--- src/rtl/synchronizer_pkg.sv ---
// rtl/synchronizer_pkg.sv - shared limits and helpers for the multi-flop CDC synchronizer
package synchronizer_pkg;

  localparam int STAGES_MIN = 2;
  localparam int STAGES_MAX = 8;

  // Fewer than two flops gives no metastability settling time; more than eight is never needed.
  function automatic bit stages_legal(input int stages);
    return (stages >= STAGES_MIN) && (stages <= STAGES_MAX);
  endfunction

endpackage

--- src/rtl/synchronizer_if.sv ---
// rtl/synchronizer_if.sv - async level in, synchronized level and edge pulses out
interface synchronizer_if #(
  parameter int WIDTH = 1
);

  logic [WIDTH-1:0] async_sig_i;
  logic [WIDTH-1:0] sync_sig_o;
  logic [WIDTH-1:0] rise_o;
  logic [WIDTH-1:0] fall_o;

  modport master (
    output async_sig_i,
    input  sync_sig_o,
    input  rise_o,
    input  fall_o
  );

  modport slave (
    input  async_sig_i,
    output sync_sig_o,
    output rise_o,
    output fall_o
  );

endinterface

--- src/rtl/synchronizer_sync_bit.sv ---
// rtl/synchronizer_sync_bit.sv - one-bit STAGES-deep synchronizing flop chain
module synchronizer_sync_bit
  import synchronizer_pkg::*;
#(
  parameter int   STAGES  = 3,
  parameter logic RST_VAL = 1'b0
) (
  input  logic clk,
  input  logic rst,
  input  logic d,
  output logic q
);

  (* ASYNC_REG = "TRUE" *) logic [STAGES-1:0] chain;

  // Every stage resets to the same value so no spurious edge leaves the chain on release.
  always_ff @(posedge clk) begin
    if (rst) begin
      chain <= {STAGES{RST_VAL}};
    end else begin
      chain <= {chain[STAGES-2:0], d};
    end
  end

  assign q = chain[STAGES-1];

endmodule

--- src/rtl/synchronizer.sv ---
// rtl/synchronizer.sv - WIDTH independent CDC chains plus rise/fall pulses on the synced level
module synchronizer
  import synchronizer_pkg::*;
#(
  parameter int   STAGES  = 3,
  parameter int   WIDTH   = 1,
  parameter logic RST_VAL = 1'b0
) (
  input  logic           clk,
  input  logic           rst,
  synchronizer_if.slave  bus
);

  logic [WIDTH-1:0] sync_q;
  logic [WIDTH-1:0] hist_q;

  if (!stages_legal(STAGES)) begin : g_bad_stages
    $error("synchronizer: STAGES=%0d outside %0d..%0d", STAGES, STAGES_MIN, STAGES_MAX);
  end

  // Bits are not coherent with each other; buses need a handshake or FIFO instead.
  for (genvar i = 0; i < WIDTH; i++) begin : g_bit
    synchronizer_sync_bit #(
      .STAGES  (STAGES),
      .RST_VAL (RST_VAL)
    ) u_sync_bit (
      .clk (clk),
      .rst (rst),
      .d   (bus.async_sig_i[i]),
      .q   (sync_q[i])
    );
  end

  always_ff @(posedge clk) begin
    if (rst) begin
      hist_q <= {WIDTH{RST_VAL}};
    end else begin
      hist_q <= sync_q;
    end
  end

  assign bus.sync_sig_o = sync_q;
  assign bus.rise_o     = sync_q & ~hist_q;
  assign bus.fall_o     = ~sync_q & hist_q;

endmodule

--- src/flat_wrapper.sv ---
// flat-port wrapper written by rule: the top's interface ports become plain ports
module synchronizer_flat import synchronizer_pkg::*;
#(
  parameter int   STAGES  = 3,
  parameter int   WIDTH   = 1,
  parameter logic RST_VAL = 1'b0
)
  (clk, rst, bus_async_sig_i, bus_sync_sig_o, bus_rise_o, bus_fall_o);
  synchronizer_if #(.WIDTH(WIDTH)) bus_i ();
  input  logic clk;
  input  logic rst;
  input wire logic [$bits(bus_i.async_sig_i)-1:0] bus_async_sig_i;
  output wire logic [$bits(bus_i.sync_sig_o)-1:0] bus_sync_sig_o;
  output wire logic [$bits(bus_i.rise_o)-1:0] bus_rise_o;
  output wire logic [$bits(bus_i.fall_o)-1:0] bus_fall_o;
  assign bus_i.async_sig_i = bus_async_sig_i;
  assign bus_sync_sig_o = bus_i.sync_sig_o;
  assign bus_rise_o = bus_i.rise_o;
  assign bus_fall_o = bus_i.fall_o;
  synchronizer #(.STAGES(STAGES), .WIDTH(WIDTH), .RST_VAL(RST_VAL)) u_core (.clk(clk), .rst(rst), .bus(bus_i));
endmodule
--- config.mk ---
export PLATFORM = sky130hd
export DESIGN_NAME = synchronizer_flat
export DESIGN_NICKNAME = d
export VERILOG_FILES = /design/src/rtl/synchronizer_pkg.sv /design/src/rtl/synchronizer_if.sv /design/src/rtl/synchronizer_sync_bit.sv /design/src/rtl/synchronizer.sv /design/src/flat_wrapper.sv
export SDC_FILE = /design/constraint.sdc
export NUM_CORES = 1
export LEC_CHECK = 0
export BUFFER_PORTS_ARGS = -buffer_cell sky130_fd_sc_hd__buf_4
export CORE_AREA = 2 2 39 41
export CTS_CLUSTER_DIAMETER = 100
export DETAILED_ROUTE_END_ITERATION = 8
export DIE_AREA = 0 0 41 43
export HOLD_SLACK_MARGIN = 0.06
export MAX_ROUTING_LAYER = met4
export SLEW_MARGIN = 10
export SYNTH_ARGS = -nofsm -noshare
export SYNTH_HDL_FRONTEND = slang
export SYNTH_SLANG_ARGS = --single-unit
--- constraint.sdc ---
create_clock -name clk -period 1.6 [get_ports clk]
set_clock_uncertainty 0.05 [all_clocks]
set_input_delay 0.32 -clock clk [delete_from_list [all_inputs] [get_ports clk]]
set_output_delay 0.32 -clock clk [all_outputs]
set_load 0.01 [all_outputs]
==> impl_metrics.xml <==
<?xml version="1.0" encoding="UTF-8"?>
<metrics>
  <group name="detailed_routing">
    <metric name="detailroute.via_count" unit="">88</metric>
    <metric name="drt-wirelength-per-cell" unit="microns">5.38</metric>
    <metric name="routed_via_density" unit="">2.59</metric>
    <metric name="drtPass1Iterations" unit="">1</metric>
    <metric name="drc" unit="">0</metric>
    <metric name="postRouteAntennaNets" unit="">0</metric>
    <metric name="drt_wl_total" unit="microns">183</metric>
    <metric name="detailedRoute.firstIterationViolations" unit="">0</metric>
  </group>
  <group name="yosys">
    <metric name="syn_avg_cell_area" unit="sq um">11.8</metric>
    <metric name="synth.area.top_cells" unit="">dfxtp_1 68%, nor2b_1 32%</metric>
    <metric name="ys_warn_count" unit="">0</metric>
    <metric name="post-synth-top-area-cell" unit="">dfxtp_1</metric>
    <metric name="synthesis.area" unit="sq um">118</metric>
    <metric name="ys_ff_latch" unit="">4</metric>
    <metric name="synth-main-ff-cell" unit="">dfxtp_1</metric>
    <metric name="syn_nets" unit="">13</metric>
    <metric name="synthesized_instance_count" unit="">10</metric>
    <metric name="post-synth-top-count-cell" unit="">nor2b_1</metric>
    <metric name="netlist.area_leader.share" unit="%">68.1</metric>
    <metric name="asyncSetResetFlopFracSynth" unit="%">0</metric>
    <metric name="synthDistinctLibCells" unit="">2</metric>
    <metric name="synth_commonest_cells" unit="">6 x nor2b_1, 4 x dfxtp_1</metric>
    <metric name="synth_sequential_area_ratio" unit="%">68.1</metric>
    <metric name="synth_enable_flop_cells" unit="">0</metric>
  </group>
  <group name="finish">
    <metric name="layoutNonFillerInstCount" unit="">34</metric>
    <metric name="num_antenna_cells" unit="">0</metric>
    <metric name="area_growth_syn_to_layout" unit="%">68.1</metric>
    <metric name="final_layout_size_suffix_gt1_share" unit="%">44.4</metric>
    <metric name="sequential_cell_area" unit="sq um">80.1</metric>
    <metric name="layout.nets" unit="">23</metric>
    <metric name="fillerInstances" unit="">151</metric>
    <metric name="area_of_combinational_cells_with_multiple_inputs" unit="sq um">37.5</metric>
  </group>
  <group name="hold_path">
    <metric name="worstHoldPathType" unit="">input pin to register</metric>
    <metric name="worst_hold_path.endpoint" unit="">u_core.g_bit[0].u_sync_bit.chain[2]</metric>
    <metric name="min_delay_path_depth" unit="">2</metric>
    <metric name="hp-start" unit="">rst</metric>
  </group>
  <group name="worst_setup_path">
    <metric name="start_kind" unit="">register</metric>
    <metric name="reg2reg_slack" unit="ps">1000</metric>
    <metric name="worst_r2r_endpoint" unit="">u_core.hist_q</metric>
    <metric name="crit_reg_reg_startpoint" unit="">u_core.g_bit[0].u_sync_bit.chain[2]</metric>
    <metric name="arrival" unit="ps">840</metric>
    <metric name="crit_fanout" unit="">4</metric>
    <metric name="worst_setup_path_end_kind" unit="">output port</metric>
    <metric name="worstRegToRegCells" unit="">1</metric>
    <metric name="cp.required" unit="ps">1230</metric>
    <metric name="timing.setup.critical_path_class" unit="">register to output port</metric>
  </group>
  <group name="place">
    <metric name="place.port_buffers" unit="">5</metric>
    <metric name="placed_cells_incl_taps" unit="">31</metric>
    <metric name="gp_congestion" unit="">0.501</metric>
  </group>
  <group name="sta">
    <metric name="setup_violations" unit="">0</metric>
    <metric name="finalCriticalPeriod" unit="ps">1210</metric>
    <metric name="maxSlewHeadroom" unit="%">92.6</metric>
    <metric name="peak_freq" unit="MHz">825</metric>
    <metric name="report.final.hold_viol_count" unit="">0</metric>
    <metric name="tns" unit="ps">0</metric>
    <metric name="period_share" unit="%">75.8</metric>
    <metric name="maxSlewViolCount" unit="">0</metric>
    <metric name="worst_slew_pin_slew" unit="ps">111</metric>
    <metric name="rsz0062_at_grt" unit="">false</metric>
  </group>
  <group name="clocking">
    <metric name="clock_tree_from_tritoncts" unit="">yes</metric>
    <metric name="postCtsResizedCells" unit="">0</metric>
    <metric name="worst_setup_hold_path_clk_slew" unit="ps">40</metric>
    <metric name="htree_num_levels" unit="">1</metric>
    <metric name="ctsHoldBuffers" unit="">0</metric>
    <metric name="clock_insertion_delay_worst_skew" unit="ps">230</metric>
    <metric name="cts-root-to-sink-buffers" unit="">2</metric>
    <metric name="post-cts-setup-buffers" unit="">0</metric>
    <metric name="clkSinkCount" unit="">4</metric>
    <metric name="cts_inserted_buffers" unit="">3</metric>
    <metric name="clk_root_buffer_cell" unit="">clkbuf_4</metric>
  </group>
  <group name="power">
    <metric name="total_leakage_power" unit="nW">0.0887</metric>
    <metric name="power-per-cell-area" unit="nW/um^2">1210</metric>
    <metric name="vdd_drop_max" unit="V">0.000634</metric>
  </group>
  <group name="global_route">
    <metric name="globalRoute.totalOverflow" unit="">0</metric>
    <metric name="grt_pass1_vias" unit="">68</metric>
    <metric name="antenna_found_initial" unit="">0</metric>
    <metric name="grt_pass1_wl" unit="microns">289</metric>
    <metric name="grt_use_total" unit="%">3.71</metric>
    <metric name="grt_start_max_net_pins" unit="">5</metric>
  </group>
  <group name="floorplan">
    <metric name="die_height" unit="microns">43</metric>
    <metric name="placement_rows" unit="">14</metric>
    <metric name="die_area" unit="sq um">1760</metric>
    <metric name="core" unit="sq um">1380</metric>
    <metric name="initial_core_util" unit="%">8.50</metric>
    <metric name="die_w" unit="microns">41</metric>
    <metric name="io_pins" unit="">6</metric>
  </group>
  <group name="flow_run">
    <metric name="maxCapViolCount" unit="">0</metric>
  </group>
  <group name="run_status">
    <metric name="outcome" unit="">finished clean</metric>
  </group>
</metrics>
-- cell usage in the layout, fill, tap and decap left out --
cell type / count
buf_4: 5
clkbuf_4: 3
dfxtp_1: 4
nor2b_1: 6
-- flip-flops by register name, summed over array words and instances, names as in the netlist --
name	flops
u_core.g_bit.u_sync_bit.chain	3
u_core.hist_q	1
-- critical path, stage by stage (launching register included) --
cell and delay, ps:
dfxtp_1 350, nor2b_1 140, buf_4 120
-- layer usage --
layer  global-route usage (%)  share of wire (%)  wire [microns]
met3                     9.42                 30              55
met5                        -                  0               0
met2                     2.19                 27              49
met4                        0                  0               0
met1                     3.55                 43              78
-- how the worst max path moves through the flow --
stage                                                   start    endpoint  slack (ps)  cells after the start
after CTS                 u_core.g_bit[0].u_sync_bit.chain[2]  bus_rise_o         370                      2
after global routing      u_core.g_bit[0].u_sync_bit.chain[2]  bus_rise_o         290                      2
final                     u_core.g_bit[0].u_sync_bit.chain[2]  bus_rise_o         390                      2
after global placement    u_core.g_bit[0].u_sync_bit.chain[2]  bus_rise_o         630                      2
after floorplan           u_core.g_bit[0].u_sync_bit.chain[2]  bus_rise_o         620                      1
after detailed placement  u_core.g_bit[0].u_sync_bit.chain[2]  bus_rise_o         630                      2
-- where the power goes --
group	internal [mW]	switching, mW
Combinational	0.00741	0.00382
Clock	0.0837	0.0391
Sequential	0.104	0.00106
Total	0.195	0.0440
-- metrics by stage --
stage	power (mW)	setup WS, ps	utilization (%)	hold WS [ps]	cell area [sq um]
global route	0.258	289	14.3	226	198
CTS	0.244	373	14.3	217	198
global placement	0.117	634	12.7	367	175
detailed placement	0.118	629	12.7	374	175
finish	0.239	388	14.3	221	198
floorplan	0.110	621	-	342	118
-- area by class of cell --
cell class                      count  share of cell area (%)
Sequential cell                     4                    40.5
Multi-Input combinational cell      6                    19.0
Timing Repair Buffer                5                    19.0
Clock buffer                        3                    11.4
Tap cell                           16                    10.1
-- cell families (layout without fill, tap and decap cells) --
family                 after synthesis  count (layout)  synth area share [%]
buffers and inverters                0               8                     0
flip-flops                           4               4                  68.1
AND/OR/NAND/NOR                      6               6                  31.9
Power figures use the tool's default switching activity.
